===== config.mk =====
export PLATFORM = sky130hd
export DESIGN_NAME = rx_module
export DESIGN_NICKNAME = d
export VERILOG_FILES = /design/src/rtl/rx_module.sv
export SDC_FILE = /design/constraint.sdc
export NUM_CORES = 1
export LEC_CHECK = 0
export ABC_AREA = 1
export BUFFER_PORTS_ARGS = -buffer_cell sky130_fd_sc_hd__buf_2
export CAP_MARGIN = 25
export CORE_MARGIN = 5
export CORE_UTILIZATION = 55
export CTS_CLUSTER_SIZE = 8
export DETAILED_ROUTE_END_ITERATION = 7
export PLACE_DENSITY = 0.73
export SLEW_MARGIN = 25
export SYNTH_ARGS = -nofsm -noshare
export SYNTH_HDL_FRONTEND = slang
export SYNTH_SLANG_ARGS = --single-unit
export TNS_END_PERCENT = 30

===== constraint.sdc =====
create_clock -name CLK -period 1.7 [get_ports CLK]
set_input_delay 0.34 -clock CLK [delete_from_list [all_inputs] [get_ports CLK]]
set_output_delay 0.34 -clock CLK [all_outputs]
set_load 0.1 [all_outputs]

===== src/rtl/rx_module.sv =====
// UART receiver: 2-flop synchronizer, edge detect, mid-bit sampling, 8N1 frames.
// Define RX_PARITY_EN for 8E1 frames with an even-parity check.
`timescale 1ns/1ps
module rx_module #(
    parameter int BPS_CNT = 5208
) (
    input  logic       CLK,
    input  logic       RSTn,
    input  logic       RX_Pin_In,
    input  logic       RX_En_Sig,
    output logic [7:0] RX_Data,
    output logic       RX_Done_Sig,
    output logic       RX_Err_Sig
);

    localparam logic [15:0] CNT_MAX = 16'(BPS_CNT - 1);
    localparam logic [15:0] CNT_MID = 16'(BPS_CNT / 2 - 1);

    typedef enum logic [2:0] {
        S_IDLE   = 3'd0,
        S_START  = 3'd1,
        S_DATA   = 3'd2,
`ifdef RX_PARITY_EN
        S_PARITY = 3'd3,
`endif
        S_STOP   = 3'd4
    } state_t;

    state_t      r_state;
    state_t      w_nstate;
    logic        r_sync1;
    logic        r_sync2;
    logic        r_sync3;
    logic [1:0]  r_warm;
    logic        r_arm;
    logic [15:0] r_cnt;
    logic [2:0]  r_bit;
    logic [7:0]  r_shift;
    logic        w_fall;
    logic        w_sample;
    logic        w_cnt_clr;
    logic        w_shift_en;
    logic        w_par_en;
    logic        w_par_ok;
    logic        w_done;
    logic        w_err;

    // Edges only count once the chain holds a real high sample after reset,
    // so a line held low through reset release never looks like a start bit.
    assign w_fall   = r_arm & r_sync3 & ~r_sync2;
    assign w_sample = (r_cnt == CNT_MID);

`ifdef RX_PARITY_EN
    logic r_par;
    assign w_par_ok = (r_par == ^r_shift);
`else
    assign w_par_ok = 1'b1;
`endif

    always_comb begin
        w_nstate   = r_state;
        w_cnt_clr  = 1'b0;
        w_shift_en = 1'b0;
        w_par_en   = 1'b0;
        w_done     = 1'b0;
        w_err      = 1'b0;
        if (!RX_En_Sig) begin
            w_nstate  = S_IDLE;
            w_cnt_clr = 1'b1;
        end else begin
            unique case (r_state)
                S_IDLE: begin
                    if (w_fall) begin
                        w_nstate  = S_START;
                        w_cnt_clr = 1'b1;
                    end
                end
                S_START: begin
                    if (w_sample) w_nstate = r_sync2 ? S_IDLE : S_DATA;
                end
                S_DATA: begin
                    if (w_sample) begin
                        w_shift_en = 1'b1;
                        if (r_bit == 3'd7) begin
`ifdef RX_PARITY_EN
                            w_nstate = S_PARITY;
`else
                            w_nstate = S_STOP;
`endif
                        end
                    end
                end
`ifdef RX_PARITY_EN
                S_PARITY: begin
                    if (w_sample) begin
                        w_par_en = 1'b1;
                        w_nstate = S_STOP;
                    end
                end
`endif
                S_STOP: begin
                    if (w_sample) begin
                        w_nstate = S_IDLE;
                        if (r_sync2 && w_par_ok) w_done = 1'b1;
                        else                     w_err  = 1'b1;
                    end
                end
                default: w_nstate = S_IDLE;
            endcase
        end
    end

    always_ff @(posedge CLK) begin
        if (!RSTn) r_state <= S_IDLE;
        else       r_state <= w_nstate;
    end

    always_ff @(posedge CLK) begin
        if (!RSTn) begin
            r_sync1     <= 1'b1;
            r_sync2     <= 1'b1;
            r_sync3     <= 1'b1;
            r_warm      <= 2'd0;
            r_arm       <= 1'b0;
            r_cnt       <= 16'd0;
            r_bit       <= 3'd0;
            r_shift     <= 8'h00;
            RX_Data     <= 8'h00;
            RX_Done_Sig <= 1'b0;
            RX_Err_Sig  <= 1'b0;
        end else begin
            r_sync1 <= RX_Pin_In;
            r_sync2 <= r_sync1;
            r_sync3 <= r_sync2;
            if (r_warm != 2'd2) r_warm <= r_warm + 2'd1;
            r_arm <= r_arm | ((r_warm == 2'd2) & r_sync2);
            if (w_cnt_clr || r_state == S_IDLE) r_cnt <= 16'd0;
            else if (r_cnt == CNT_MAX)          r_cnt <= 16'd0;
            else                                r_cnt <= r_cnt + 16'd1;
            if (w_cnt_clr || r_state == S_IDLE) r_bit <= 3'd0;
            else if (w_shift_en)                r_bit <= r_bit + 3'd1;
            if (w_shift_en) r_shift <= {r_sync2, r_shift[7:1]};
            if (w_done) RX_Data <= r_shift;
            RX_Done_Sig <= w_done;
            RX_Err_Sig  <= w_err;
        end
    end

`ifdef RX_PARITY_EN
    always_ff @(posedge CLK) begin
        if (!RSTn)         r_par <= 1'b0;
        else if (w_par_en) r_par <= r_sync2;
    end
`endif

endmodule

# After elaboration in Yosys (flattened, before gate mapping)
# Index checks and enable logic that the tools add are counted.
# classes
n_addsub	3
n_eq_ne	13
mux	18
bitwise_logic	6
reduce_logical	7
# op_table
cell	count
$add 16x1->16 const B	1
$eq 16x12->1 const B	1
$eq 16x13->1 const B	1
$mux 3	5
$ne 2x2->1 const B	6
$pmux 3 s4	1
$mux 1	11
$eq 3x3->1 const B	2
$reduce_and 5->1	1
$reduce_and 4->1	1
$add 3x1->3 const B	1
$and 1x1->1	3
$eq 3x1->1 const B	1
$eq 3x2->1 const B	1
$logic_not 3->1	1
$reduce_or 3->1	1
$add 2x1->2 const B	1
$eq 2x2->1 const B	1
$mux 2	1
$not 1->1	2
$reduce_and 2->1	1
$reduce_or 2->1	1
$logic_or 1x1->1	1
$or 1x1->1	1
# totals
regBits	46
in_bits	4
out_inout_bits	10
word_cells	59

# Longest topological paths before layout
# Gate-level depths: netlist of the first run.
# depth
ltp_word	7
depth_mapped	12
depth_no_buf	11

# Worst setup path after synthesis of the first run
# Ideal clock, no wire load.
# synth_path
path_type	reg-to-reg
startpoint	register r_cnt[0]
endpoint	register RX_Data[1]
setup_ns	0.113
arrival_ns	1.369
t_required_ns	1.587
slack_ns	0.219
stages_incl_launch_ff	12
path_buffers	1
period_less_slack_ns	1.481
cell_sequence	dfxtp_1 -> ha_1 -> nand2_1 -> inv_1 -> nand2_1 -> nor2_2 -> nand2_4 -> nor2_4 -> nand3_4 -> buf_6 -> nor2_1 -> nor2_1
# synth_between
elab_chain_len	4
# synth_rtl
element	line	rtl
start, declared	36	logic [15:0] r_cnt;
start signal, assigned	139	else r_cnt <= r_cnt + 16'd1;
$eq 16x12->1	51	assign w_sample = (r_cnt == CNT_MID);
$mux 1	102	if (w_sample) begin
$mux 1	71	unique case (r_state)
$mux 1	67	if (!RX_En_Sig) begin
end signal, assigned	143	if (w_done) RX_Data <= r_shift;
end, declared	11	output logic [7:0] RX_Data,
# No other way between the ends.
# A chain may end at the register's enable or synchronous reset.

# Worst setup path after layout of the first run
# layout_path
startpoint	register r_cnt[1]
endpoint	register RX_Done_Sig
# layout_between
elab_chain_len	4
# layout_rtl
element	line	rtl
$eq 16x12->1	51	
$mux 1	102	
$mux 1	71	
$mux 1	67	
end signal, assigned	144	RX_Done_Sig <= w_done;
end, declared	12	output logic RX_Done_Sig,
# No other way between the ends.

==> results of run 1 <==
cell families after synthesis:
logic type | synth area share (%)
compound gates | 8.12
xor+xnor | 0.415
fa+ha+maj | 2.37
buf+inv | 9.54
flops | 43.6
simple gates | 35.9
final timing paths:
check | endpoint | slack (ps) | cells after the start
worst max-delay path | RX_Done_Sig | 150 | 10
worst min-delay path | r_sync1 | 220 | 2
worst max register to register | RX_Done_Sig | 150 | 10
worst min register to register | r_sync2 | 420 | 1
cell usage after synthesis (3+ instances only):
library cell  number  area [µm²]
nor2_4             3        33.8
o21ai_0           16        80.1
nor2_1            65         244
or2_2              4        25.0
nor3_1            13        65.1
nand3_1           12        60.1
ha_1               4        50.1
a21oi_1           17        85.1
inv_2              3        11.3
nand2_1           59         221
nand4_1            4        25.0
inv_1             39         146
dfxtp_1           46         921
registers in the layout (all words and copies together), names as in the netlist:
name	count
RX_Data	8
RX_Done_Sig	1
RX_Err_Sig	1
r_arm	1
r_bit	3
r_cnt	16
r_shift	8
r_state	3
r_sync1	1
r_sync2	1
r_sync3	1
r_warm	2
critical path, stage by stage (launching register included):
cell	delay [ps]
dfxtp_1	350
ha_2	220
nand2_1	60
inv_1	50
nand2_1	70
nor2_4	120
nand2_4	90
nor2_4	150
nand3_4	150
buf_4	170
nor2_1	70
area by class of cell:
type                            count  area, µm²
Tap cell                           48       60.1
Multi-Input combinational cell    210       1010
Sequential cell                    46        922
Clock buffer                        5       68.8
Inverter                           42        158
Fill cell                         339       1330
Clock inverter                      2       10.0
Timing Repair Buffer               20        130
per-layer routing:
layer / routed length [µm] / up-vias / part of all wire, % / GRT usage [%]
li1: - / 993 / - / -
met1: 2090 / 807 / 50 / 22.6
met2: 1780 / 35 / 43 / 24.8
met3: 233 / 5 / 5.6 / 4.85
met4: 69 / 0 / 1.7 / 8.14
met5: 0 / - / 0 / 0
power by group:
| part | internal [W] | switching (W) | leakage [nW] | total, W |
|---|---|---|---|---|
| clock network | 0.000276 | 0.000345 | 0.0438 | 0.000621 |
| logic | 0.0000408 | 0.0000611 | 0.621 | 0.000102 |
| registers | 0.00111 | 0.0000203 | 0.372 | 0.00113 |
repair_timing:
item,CTS,global route
gates resized for setup,0,4
setup buffers,0,1
setup endpoints to repair,0,11
endpoints found under the hold margin,0,0
stage by stage:
step | utilization (%) | setup TNS, ps | power [W]
global route | 64.0 | -20.3 | 0.00193
finish | 64.0 | 0 | 0.00185
CTS | 63.1 | 0 | 0.00187
global placement | 61.0 | 0 | 0.00125
floorplan | - | 0 | 0.00122
detailed placement | 61.0 | 0 | 0.00125
==> results.json, run 1 <==
{
  "status": "finished clean",
  "cts_htree_levels": 2,
  "worstReg2RegStart": "r_cnt[1]",
  "cts_tree": "yes",
  "critPathArrivalTime_ps": 1790,
  "vias_per_cell": 4.93,
  "placed_cell_area_um2": 2250,
  "skew_ps": 3.79,
  "drt_wl_total_mm": 4.17,
  "grt_first_pass_wirelength_mm": 6.89,
  "wl_per_cell_um": 11.2,
  "cp-startpoint": "r_cnt[1]",
  "drtIter0Drc": 193,
  "fin_cells": 373,
  "worst_hold_slack_ps": 220,
  "area_growth_pct": 11.9,
  "syn_nets": 311,
  "hp-class": "input pin to flip-flop",
  "grt_pass1_vias": 1596,
  "maxSlewHeadroom_pct": 67.7,
  "core_um2": 3690,
  "antenna_found_initial": 0,
  "dp.cells": 364,
  "hold_start": "RX_Pin_In",
  "cp-end-kind": "flip-flop",
  "period_share_pct": 91.0,
  "ant_nets": 0,
  "fin_area_um2": 2360,
  "syn_area_um2": 2110,
  "place_congestion": 0.851,
  "floorplan.rows": 22,
  "layout_commonest_cell": "nor2_1",
  "hold_buffers": 0,
  "yosys_warnings": 0,
  "drv_cap": 0,
  "min_period_ps": 1550,
  "maxSlewViolCount": 0,
  "clockBufferDepth": 2,
  "io_pins": 14,
  "most-common-layout-cells": "nor2_1 (65), nand2_1 (59), dfxtp_1 (45)",
  "first_pass_iters": 4,
  "synth_cell_type_count": 27,
  "power.density_nw_per_um2": 783,
  "io_buffers": 13,
  "drive_gt1_share_pct": 14.2,
  "ys_ff_latch": 46,
  "async_reset_ff_share_pct": 0,
  "clkTransAtPathRegs_ps": 80,
  "ys.flop_type": "dfxtp_1",
  "nets": 333,
  "syn-mean-instance-area_um2": 6.97,
  "clock-sinks": 46,
  "n_antenna_cell": 0,
  "die-height_um": 72.0,
  "final.setup.worst_slack_ps": 154,
  "worstPathMaxFanout": 9,
  "vdd_drop_max_mv": 0.545,
  "tightest_slew_ps": 488,
  "leakagePower_nw": 1.04,
  "cts_made_buffers": 5,
  "dp_hpwl_mm": 2.97,
  "crit_required_ps": 1940,
  "synth_edf_count": 0,
  "vias": 1840,
  "grt_max_degree": 21,
  "hold_violations": 0,
  "die_x_um": 72.0,
  "synth-seq-area-share_pct": 43.6,
  "fmax_mhz": 647,
  "grt_usage_pct": 16.8,
  "dieArea_um2": 5180,
  "setup_viol": 0,
  "path_class": "flip-flop to flip-flop",
  "syn_inst": 303,
  "drcViolationCount": 0,
  "root_buffer": "clkbuf_8",
  "globalRoute.totalOverflow": 0,
  "clock_latency_ps": 300,
  "cp-start-kind": "flip-flop",
  "start_util_pct": 57.2,
  "pre_cts_ws_ps": 118
}
Power figures use the tool's default switching activity.
==> inputs of run 2 (changes only) <==
clock period = 1.5 ns   (was 1.7 ns; I/O delays follow)
==> run 2 against run 1 <==
Net effect: the flow now finishes with violations (negative setup slack); sequential cell count unchanged; clock skew is 4.5 ps higher; utilization rose by 4.5 points; die area stayed put; largest power group unchanged.
==> results.json, run 2 (synthesis gave the netlist of run 1 again) <==
{
  "n_antenna_cell": 0,
  "drive_gt1_share_pct": 20.4,
  "worstPathMaxFanout": 4,
  "dieArea_um2": 5180,
  "io_buffers": 13,
  "root_buffer": "clkbuf_8",
  "drtIter0Drc": 237,
  "violations": "negative setup slack",
  "layout_commonest_cell": "nor2_1",
  "clockBufferDepth": 2,
  "critPathArrivalTime_ps": 1790,
  "power.density_nw_per_um2": 919,
  "largest_reg_flops": 16,
  "grt_max_degree": 21,
  "antenna_found_initial": 0,
  "start_util_pct": 57.2,
  "dp_hpwl_mm": 2.99,
  "setup_viol": 7,
  "wl_per_cell_um": 11.6,
  "reg2reg_setup_slack_ps": -80,
  "maxSlewHeadroom_pct": 67.7,
  "maxSlewViolCount": 0,
  "die-height_um": 72.0,
  "ant_nets": 0,
  "r2r-end": "RX_Data[4]",
  "cts_made_buffers": 5,
  "crit_path_max_incr_delay_ps": 360,
  "skew_ps": 8.33,
  "clkTransAtPathRegs_ps": 90,
  "place_congestion": 0.842,
  "clock-sinks": 46,
  "vias_per_cell": 4.97,
  "floorplan.rows": 22,
  "first_pass_iters": 4,
  "drt_wl_total_mm": 4.44,
  "period_share_pct": 105,
  "core_um2": 3690,
  "cp-end-kind": "flip-flop",
  "grt_first_pass_wirelength_mm": 7.37,
  "status": "finished, violations left",
  "most-common-layout-cells": "nor2_1 (62), nand2_1 (51), dfxtp_1 (43)",
  "top_register": "r_cnt",
  "reg2reg_depth": 11,
  "crit_chain": "ha_4 -> nand2_2 -> inv_2 -> nand2_2 -> nor2_4 -> nand2_4 -> nor2_4 -> buf_6 -> nand3_4 -> nor2_1 -> nor2_1",
  "rsz0062_at_grt": "true",
  "crit_required_ps": 1710,
  "area_growth_pct": 19.8,
  "drcViolationCount": 0,
  "vdd_drop_max_mv": 0.560,
  "hold_violations": 0,
  "cp_slowest_cell": "dfxtp_2",
  "largestRegisters": "r_cnt x16, RX_Data x8, r_shift x8",
  "nets": 341,
  "cts_tree": "yes",
  "hold_buffers": 0,
  "holdPathStages": 2,
  "cts_htree_levels": 2,
  "drv_cap": 0,
  "cp-start-kind": "flip-flop",
  "grt_usage_pct": 18.0,
  "globalRoute.totalOverflow": 0,
  "min_period_ps": 1580,
  "hp-class": "input pin to flip-flop",
  "fmax_mhz": 633,
  "vias": 1898,
  "final_core_util_pct": 68.6,
  "fillCellCount": 327,
  "hold_start": "RX_Pin_In",
  "whs_endpoint": "r_sync1",
  "clock_latency_ps": 310,
  "path_class": "flip-flop to flip-flop",
  "die_x_um": 72.0,
  "leakagePower_nw": 1.10,
  "final.setup.worst_slack_ps": -80.9,
  "worstReg2RegStart": "r_cnt[1]",
  "grt_pass1_vias": 1669,
  "tightest_slew_ps": 488,
  "io_pins": 14,
  "worst_hold_slack_ps": 173
}
[run 2: where the power goes]
part | total [W] | internal (W) | switching, W
Sequential | 0.00128 | 0.00125 | 0.0000241
Combinational | 0.000121 | 0.0000478 | 0.0000733
Clock | 0.000924 | 0.000497 | 0.000426
[run 2: how the worst max path moves through the flow]
stage / start / endpoint / slack, ps / cells after the start
floorplan: r_cnt[0] / RX_Data[1] / 20 / 11
global placement: r_cnt[0] / RX_Data[0] / 20 / 10
detailed placement: r_cnt[0] / RX_Data[4] / -70 / 11
CTS: r_cnt[0] / RX_Data[1] / -60 / 10
global route: r_cnt[1] / RX_Data[4] / -190 / 11
finish: r_cnt[1] / RX_Data[4] / -80 / 11
[run 2: per-stage QoR]
| stage | power [W] | setup WS (ps) | area (µm²) | cells | TNS [ps] |
|---|---|---|---|---|---|
| floorplan | 0.00138 | 18.6 | 2110 | 303 | 0 |
| global placement | 0.00141 | 22.3 | 2290 | 369 | 0 |
| detailed placement | 0.00142 | -74.0 | 2290 | 369 | -312 |
| CTS | 0.00233 | -62.0 | 2410 | 379 | -480 |
| global route | 0.00244 | -189 | 2530 | 382 | -1700 |
| finish | 0.00232 | -80.9 | 2530 | 382 | -327 |
[run 2: worst max-delay path, delay by kind of cell, from the launching register on]
kind / cells / cell delay, ps
adders and majority gates: 1 / 140
buffers and inverters: 2 / 180
DFF: 1 / 360
and+or+nand+nor: 8 / 790
[run 2: layout make-up]
cell class                      instances  area [µm²]  area share, %
Inverter                               42         160           6.33
Sequential cell                        46         925           36.6
Multi-Input combinational cell        211        1080           42.7
Timing Repair Buffer                   27         194           7.67
Clock buffer                            6        72.6           2.87
Tap cell                               48        60.1           2.38
Clock inverter                          2        37.5           1.48
[run 2: timing repair]
item / in CTS / in global routing
cloned: 1 / 1
gates resized for setup: 1 / 30
pin swaps: 0 / 12
setup buffers: 1 / 2
endpoints found under the setup margin: 9 / 39
[run 2: metal layers]
metal	up-vias	GRT usage, %	wire length (µm)
li1	1019	-	-
met1	839	24.2	2250
met2	34	27.0	1910
met3	6	5.26	203
met4	0	7.52	74
met5	-	0	0
